### config.mk
export PLATFORM = sky130hd
export DESIGN_NAME = spi_byte_queue
export DESIGN_NICKNAME = d
export VERILOG_FILES = /design/src/rtl/spi_byte_queue_pkg.sv /design/src/rtl/spi_byte_fifo.sv /design/src/rtl/spi_byte_queue.sv
export SDC_FILE = /design/constraint.sdc
export NUM_CORES = 1
export LEC_CHECK = 0
export BUFFER_PORTS_ARGS = -buffer_cell sky130_fd_sc_hd__buf_2
export CORE_MARGIN = 2
export CORE_UTILIZATION = 60
export DETAILED_ROUTE_END_ITERATION = 10
export PLACE_DENSITY = 0.77
export SLEW_MARGIN = 10
export SYNTH_ARGS = -nofsm -noshare
export SYNTH_HDL_FRONTEND = slang
export SYNTH_HIERARCHICAL = 1
export SYNTH_SLANG_ARGS = --single-unit
### constraint.sdc
create_clock -name clk -period 4 [get_ports clk]
set_input_delay 0.4 -clock clk [delete_from_list [all_inputs] [get_ports clk]]
set_output_delay 0.4 -clock clk [all_outputs]
set_load 0.005 [all_outputs]
### src/rtl/spi_byte_queue_pkg.sv
// Shared definitions for the SPI byte queue: FSM state codes and
// the default FIFO depth used by the top module.
package spi_byte_queue_pkg;

   localparam int DEFAULT_FIFO_DEPTH = 8;

   typedef enum logic [1:0] {
      IDLE      = 2'b00,
      WAIT_DONE = 2'b01,
      GAP       = 2'b10
   } state_t;

endpackage

### src/rtl/spi_byte_fifo.sv
// Synchronous first-word-fall-through byte FIFO.
// Ports: push/wdata write, pop/rdata read (rdata 0 when empty),
// empty/full status. A push while full only lands if a pop
// happens in the same cycle; a pop while empty is ignored.
module spi_byte_fifo #(
   parameter int DEPTH = 8
) (
   input  logic       clk,
   input  logic       reset,
   input  logic       push,
   input  logic [7:0] wdata,
   input  logic       pop,
   output logic [7:0] rdata,
   output logic       empty,
   output logic       full
);

   localparam int AW = $clog2(DEPTH);
   localparam logic [AW:0] FULL_CNT = DEPTH[AW:0];

   logic [7:0]    mem_q [DEPTH];
   logic [AW-1:0] wr_q;
   logic [AW-1:0] rd_q;
   logic [AW:0]   cnt_q;
   logic          push_ok;
   logic          pop_ok;

   assign empty   = (cnt_q == '0);
   assign full    = (cnt_q == FULL_CNT);
   assign pop_ok  = pop & ~empty;
   // The slot freed by a same-cycle pop makes room at full.
   assign push_ok = push & (~full | pop_ok);
   assign rdata   = empty ? 8'h00 : mem_q[rd_q];

   always_ff @(posedge clk) begin
      if (reset) begin
         wr_q  <= '0;
         rd_q  <= '0;
         cnt_q <= '0;
      end else begin
         if (push_ok) wr_q <= wr_q + AW'(1);
         if (pop_ok)  rd_q <= rd_q + AW'(1);
         case ({push_ok, pop_ok})
            2'b10:   cnt_q <= cnt_q + (AW+1)'(1);
            2'b01:   cnt_q <= cnt_q - (AW+1)'(1);
            default: cnt_q <= cnt_q;
         endcase
      end
   end

   always_ff @(posedge clk) begin
      if (push_ok) mem_q[wr_q] <= wdata;
   end

endmodule

### src/rtl/spi_byte_queue.sv
// Byte queue in front of an SPI byte engine: TX FIFO feeds the
// engine one byte per start/done handshake, results go to RX FIFO.
// Ports: tx_write/tx_wdata/tx_full, rx_read/rx_rdata/rx_empty,
// cs_assert/cs_release -> spi_cs_n, busy, and the engine handshake
// spi_start/spi_data_in out, spi_done/spi_data_out in.
module spi_byte_queue
   import spi_byte_queue_pkg::*;
#(
   parameter int FIFO_DEPTH = DEFAULT_FIFO_DEPTH
) (
   input  logic       clk,
   input  logic       reset,
   input  logic       tx_write,
   input  logic [7:0] tx_wdata,
   output logic       tx_full,
   input  logic       rx_read,
   output logic [7:0] rx_rdata,
   output logic       rx_empty,
   input  logic       cs_assert,
   input  logic       cs_release,
   output logic       busy,
   output logic       spi_start,
   output logic [7:0] spi_data_in,
   input  logic       spi_done,
   input  logic [7:0] spi_data_out,
   output logic       spi_cs_n
);

   state_t     state_q;
   logic       start_q;
   logic [7:0] data_q;
   logic       cs_n_q;
   logic       done_q;

   logic [7:0] tx_rdata;
   logic       tx_empty;
   logic       rx_full;
   logic       tx_pop;
   logic       rx_push;
   logic       done_rise;

   // Only a fresh done counts: an engine lingering in its done
   // state must not produce a second push for the next byte.
   assign done_rise = spi_done & ~done_q;
   assign tx_pop    = (state_q == IDLE) & ~tx_empty & ~rx_full;
   assign rx_push   = (state_q == WAIT_DONE) & done_rise;

   assign busy        = ~tx_empty | (state_q != IDLE);
   assign spi_start   = start_q;
   assign spi_data_in = data_q;
   assign spi_cs_n    = cs_n_q;

   spi_byte_fifo #(.DEPTH(FIFO_DEPTH)) u_tx (
      .clk   (clk),
      .reset (reset),
      .push  (tx_write),
      .wdata (tx_wdata),
      .pop   (tx_pop),
      .rdata (tx_rdata),
      .empty (tx_empty),
      .full  (tx_full)
   );

   spi_byte_fifo #(.DEPTH(FIFO_DEPTH)) u_rx (
      .clk   (clk),
      .reset (reset),
      .push  (rx_push),
      .wdata (spi_data_out),
      .pop   (rx_read),
      .rdata (rx_rdata),
      .empty (rx_empty),
      .full  (rx_full)
   );

   always_ff @(posedge clk) begin
      if (reset) begin
         state_q <= IDLE;
         start_q <= 1'b0;
         data_q  <= 8'h00;
         cs_n_q  <= 1'b1;
         done_q  <= 1'b0;
      end else begin
         done_q <= spi_done;
         if (cs_release)     cs_n_q <= 1'b1;
         else if (cs_assert) cs_n_q <= 1'b0;
         case (state_q)
            IDLE: begin
               if (tx_pop) begin
                  data_q  <= tx_rdata;
                  start_q <= 1'b1;
                  state_q <= WAIT_DONE;
               end
            end
            WAIT_DONE: begin
               if (done_rise) begin
                  start_q <= 1'b0;
                  state_q <= GAP;
               end
            end
            GAP: begin
               state_q <= IDLE;
            end
            default: begin
               start_q <= 1'b0;
               state_q <= IDLE;
            end
         endcase
      end
   end

endmodule

==> reports/qor.txt <==
final period utilization: 78.7%
max cap viols: 0
worst setup path end: u_tx/cnt_q[3]
most frequent cells after synthesis: 128 x edfxtp_1, 46 x nor2_1, 39 x dfxtp_1
Syn Area/Cell: 16.1 µm²
dpl hpwl: 7760 µm
Antenna Nets Post-Route: 0
postcts setup bufs: 0
TNS Setup: 0 ns
Die ar.: 12200 µm²
total chip power: 4.99 mW
Post-synth EDFFs: 128
clock tree root driver cell: clkbuf_16
sw frac: 28.9%
post-synth top area cell: edfxtp_1
gpl congestion: 0.790
clock power share: 33.0%
min Tclk post-route: 3.15 ns
Critical Path Most Common Cell: a21oi_1
# IOs: 44
pin count of the biggest net entering global routing: 36
Worst path slowest cell: or4_4
global-route wire length before repair: 19900 µm
number of synthesis warnings: 6
initial antenna violation count: 0
pwr/cell area: 641 nW/µm²
Tot GR Track Use: 21.7%
Crit. path cell count: 12
sequential share of the synthesized area: 68.0%
crit-path max FO: 16
CTS H-tree depth: 4
clk buf depth: 2
Synth-to-Final Area Change: 14.4%
final core occ: 71.2%
Initial Utilization: 62.2%
Synth Register Bits: 167
Setup crit end kind: flop
CP required: 4.34 ns
Worst Path Arrival: 3.49 ns
Crit. Startpoint: u_rx/cnt_q[0]
Clk Latency, worst-skew pair: 0.42 ns
R2R depth: 12
# diodes: 0
Port-buffer cells: 43
Hold Fails Final Rpt: 0
TritonCTS clock tree: done
Clock Skew: 0.00797 ns
most instantiated library cell after synthesis: edfxtp_1
chip width: 111 µm
delay of the slowest cell on the worst path: 0.52 ns
vias per cell: 5.86
kind of start point of the critical path: flop
Crit Path Class: reg -> reg
RSZ-0062 raised after global routing: false
grt ovf: 0
total number of vias: 3697
crit-path leading delay family: simple AND/OR/NAND/NOR gates
Post-Route WL: 12300 µm
Cell Area, Synth: 6810 µm²
CP Cell Sequence: nor3_1 -> and2_1 -> or4_4 -> clkinv_4 -> o21ai_1 -> or2_2 -> inv_1 -> ha_1 -> a21oi_1 -> a21oi_1 -> nand3b_1 -> a31oi_1
FF+latch area: 4630 µm²
cts bufs inserted: 17
Post-Synthesis Cells: 423
RR Endpoint: u_tx/cnt_q[3]
# nets final: 511
internal power: 3.55 mW
Critical R2R Launch: u_rx/cnt_q[0]
Rows: 38
Hold WC Path Type: in -> reg
layout cells sized above 1: 26.9%
buffers and inverters on the worst path: 2
Post-synth top flop: edfxtp_1
fillcell total: 692
Worst slew margin: 37.1%
final setup fails: 0
Die Height: 111 µm
FMAX: 0.318 GHz
multi-input combinational cell area: 2030 µm²
DRT Pass-1 Iters: 5
Synth top area share: 56.5%
VDD IR-drop max: 0.463 mV
Slew Viols, Final: 0
Clock Pin Slew Worst Setup and Hold Paths: 0.06 ns
leakage power: 2.69 nW
combinational power share: 23.3%
count of cell types in the netlist: 45
asr flop ratio synth: 0%
R2R Setup Slk: 0.85 ns
Flop pwr share: 43.7%
CTS sink count: 167
routed length per instance: 19.5 µm
DRC: 0
Synthesized Nets: 456
DR iter-0 viols: 239
Core Region: 10900 µm²
hold_buf cts: 0
cts repair resizes: 0
status: finished, final reports clean
NetSw: 1.44 mW
Synth area leaders: edfxtp_1 56%, dfxtp_1 11%, mux4_2 11%
Tightest Pin Transition: 0.935 ns
number of global-route vias before repair: 3727
## cell type report
class | count | area share [%]
flip-flops and latches | 167 | 59.4
well taps | 140 | 2.25
clock buffers | 18 | 5.51
repair buffers | 56 | 4.02
inverters | 8 | 0.450
multi-input cells | 228 | 26.1
clock inverters | 14 | 2.20
## per-layer routing
metal	track usage, %	vias to the layer above	wire length [µm]
met3	5.98	18	544
met2	36.9	90	6610
li1	-	1727	-
met5	0	-	0
met1	26.6	1862	4930
met4	8.58	0	232
## power by group through the flow
stage | Combinational (mW) | Sequential (mW) | Clock [mW]
5_1_grt | 1.29 | 2.20 | 1.76
2_1_floorplan | 0.936 | 2.12 | 0
3_5_place_dp | 1.15 | 2.22 | 0
3_3_place_gp | 1.13 | 2.20 | 0
4_1_cts | 1.17 | 2.18 | 1.67
6_report | 1.16 | 2.18 | 1.65
## worst min-delay path by stage
stage | from | to | slack (ns) | depth (start not counted)
3_5_place_dp | spi_cs_n | spi_cs_n | 0.45 | 2
6_report | cs_assert | spi_cs_n | 0.16 | 2
2_1_floorplan | spi_data_in[0] | spi_data_in[0] | 0.45 | 2
3_3_place_gp | spi_cs_n | spi_cs_n | 0.45 | 2
4_1_cts | cs_assert | spi_cs_n | 0.14 | 2
5_1_grt | cs_assert | spi_cs_n | 0.15 | 2
## kinds of logic after synthesis
| logic type | synth area share, % |
|---|---|
| AO/OA/AOI/OAI | 3.62 |
| flip-flops | 68.0 |
| XOR/XNOR | 1.80 |
| multiplexers | 13.8 |
| adder cells (fa/ha/maj) | 2.06 |
| AND/OR/NAND/NOR | 8.57 |
| buffers and inverters | 2.17 |
## cell usage in the layout (no fill, tap or decap), drive strengths merged, types with 3 or more instances in the layout
cell type / instances
a21oi: 13
o211ai: 4
nand3: 4
nor3: 10
nand3b: 6
dfxtp: 39
ha: 8
nand2b: 10
o21ai: 5
clkinv: 7
nor4: 4
mux2i: 22
nor2: 46
xor2: 8
bufinv: 3
a31oi: 3
inv: 11
xnor2: 6
mux4: 32
clkbuf: 18
buf: 56
edfxtp: 128
a211oi: 4
nand2: 21
## sequential cells by signal, indices dropped and copies added, names as in the netlist, named ones only
signal / flops
spi_cs_n: 1
spi_start: 1
done_q: 1
u_rx/rd_q: 3
u_tx/mem_q: 64
u_rx/wr_q: 3
spi_data_in: 8
u_tx/cnt_q: 4
u_rx/cnt_q: 4
u_tx/wr_q: 3
u_rx/mem_q: 64
u_tx/rd_q: 3
state_q: 2
## per-stage QoR
step | worst slack, ns | hold WS (ns) | instance area, µm² | cells
floorplan | 1.20 | 0.453 | 6810 | 423
global placement | 1.01 | 0.449 | 7180 | 599
detailed placement | 0.886 | 0.453 | 7180 | 599
CTS | 0.861 | 0.143 | 7780 | 631
global route | 0.567 | 0.150 | 7780 | 631
finish | 0.851 | 0.158 | 7780 | 631
(Power assumes the default switching activity.)
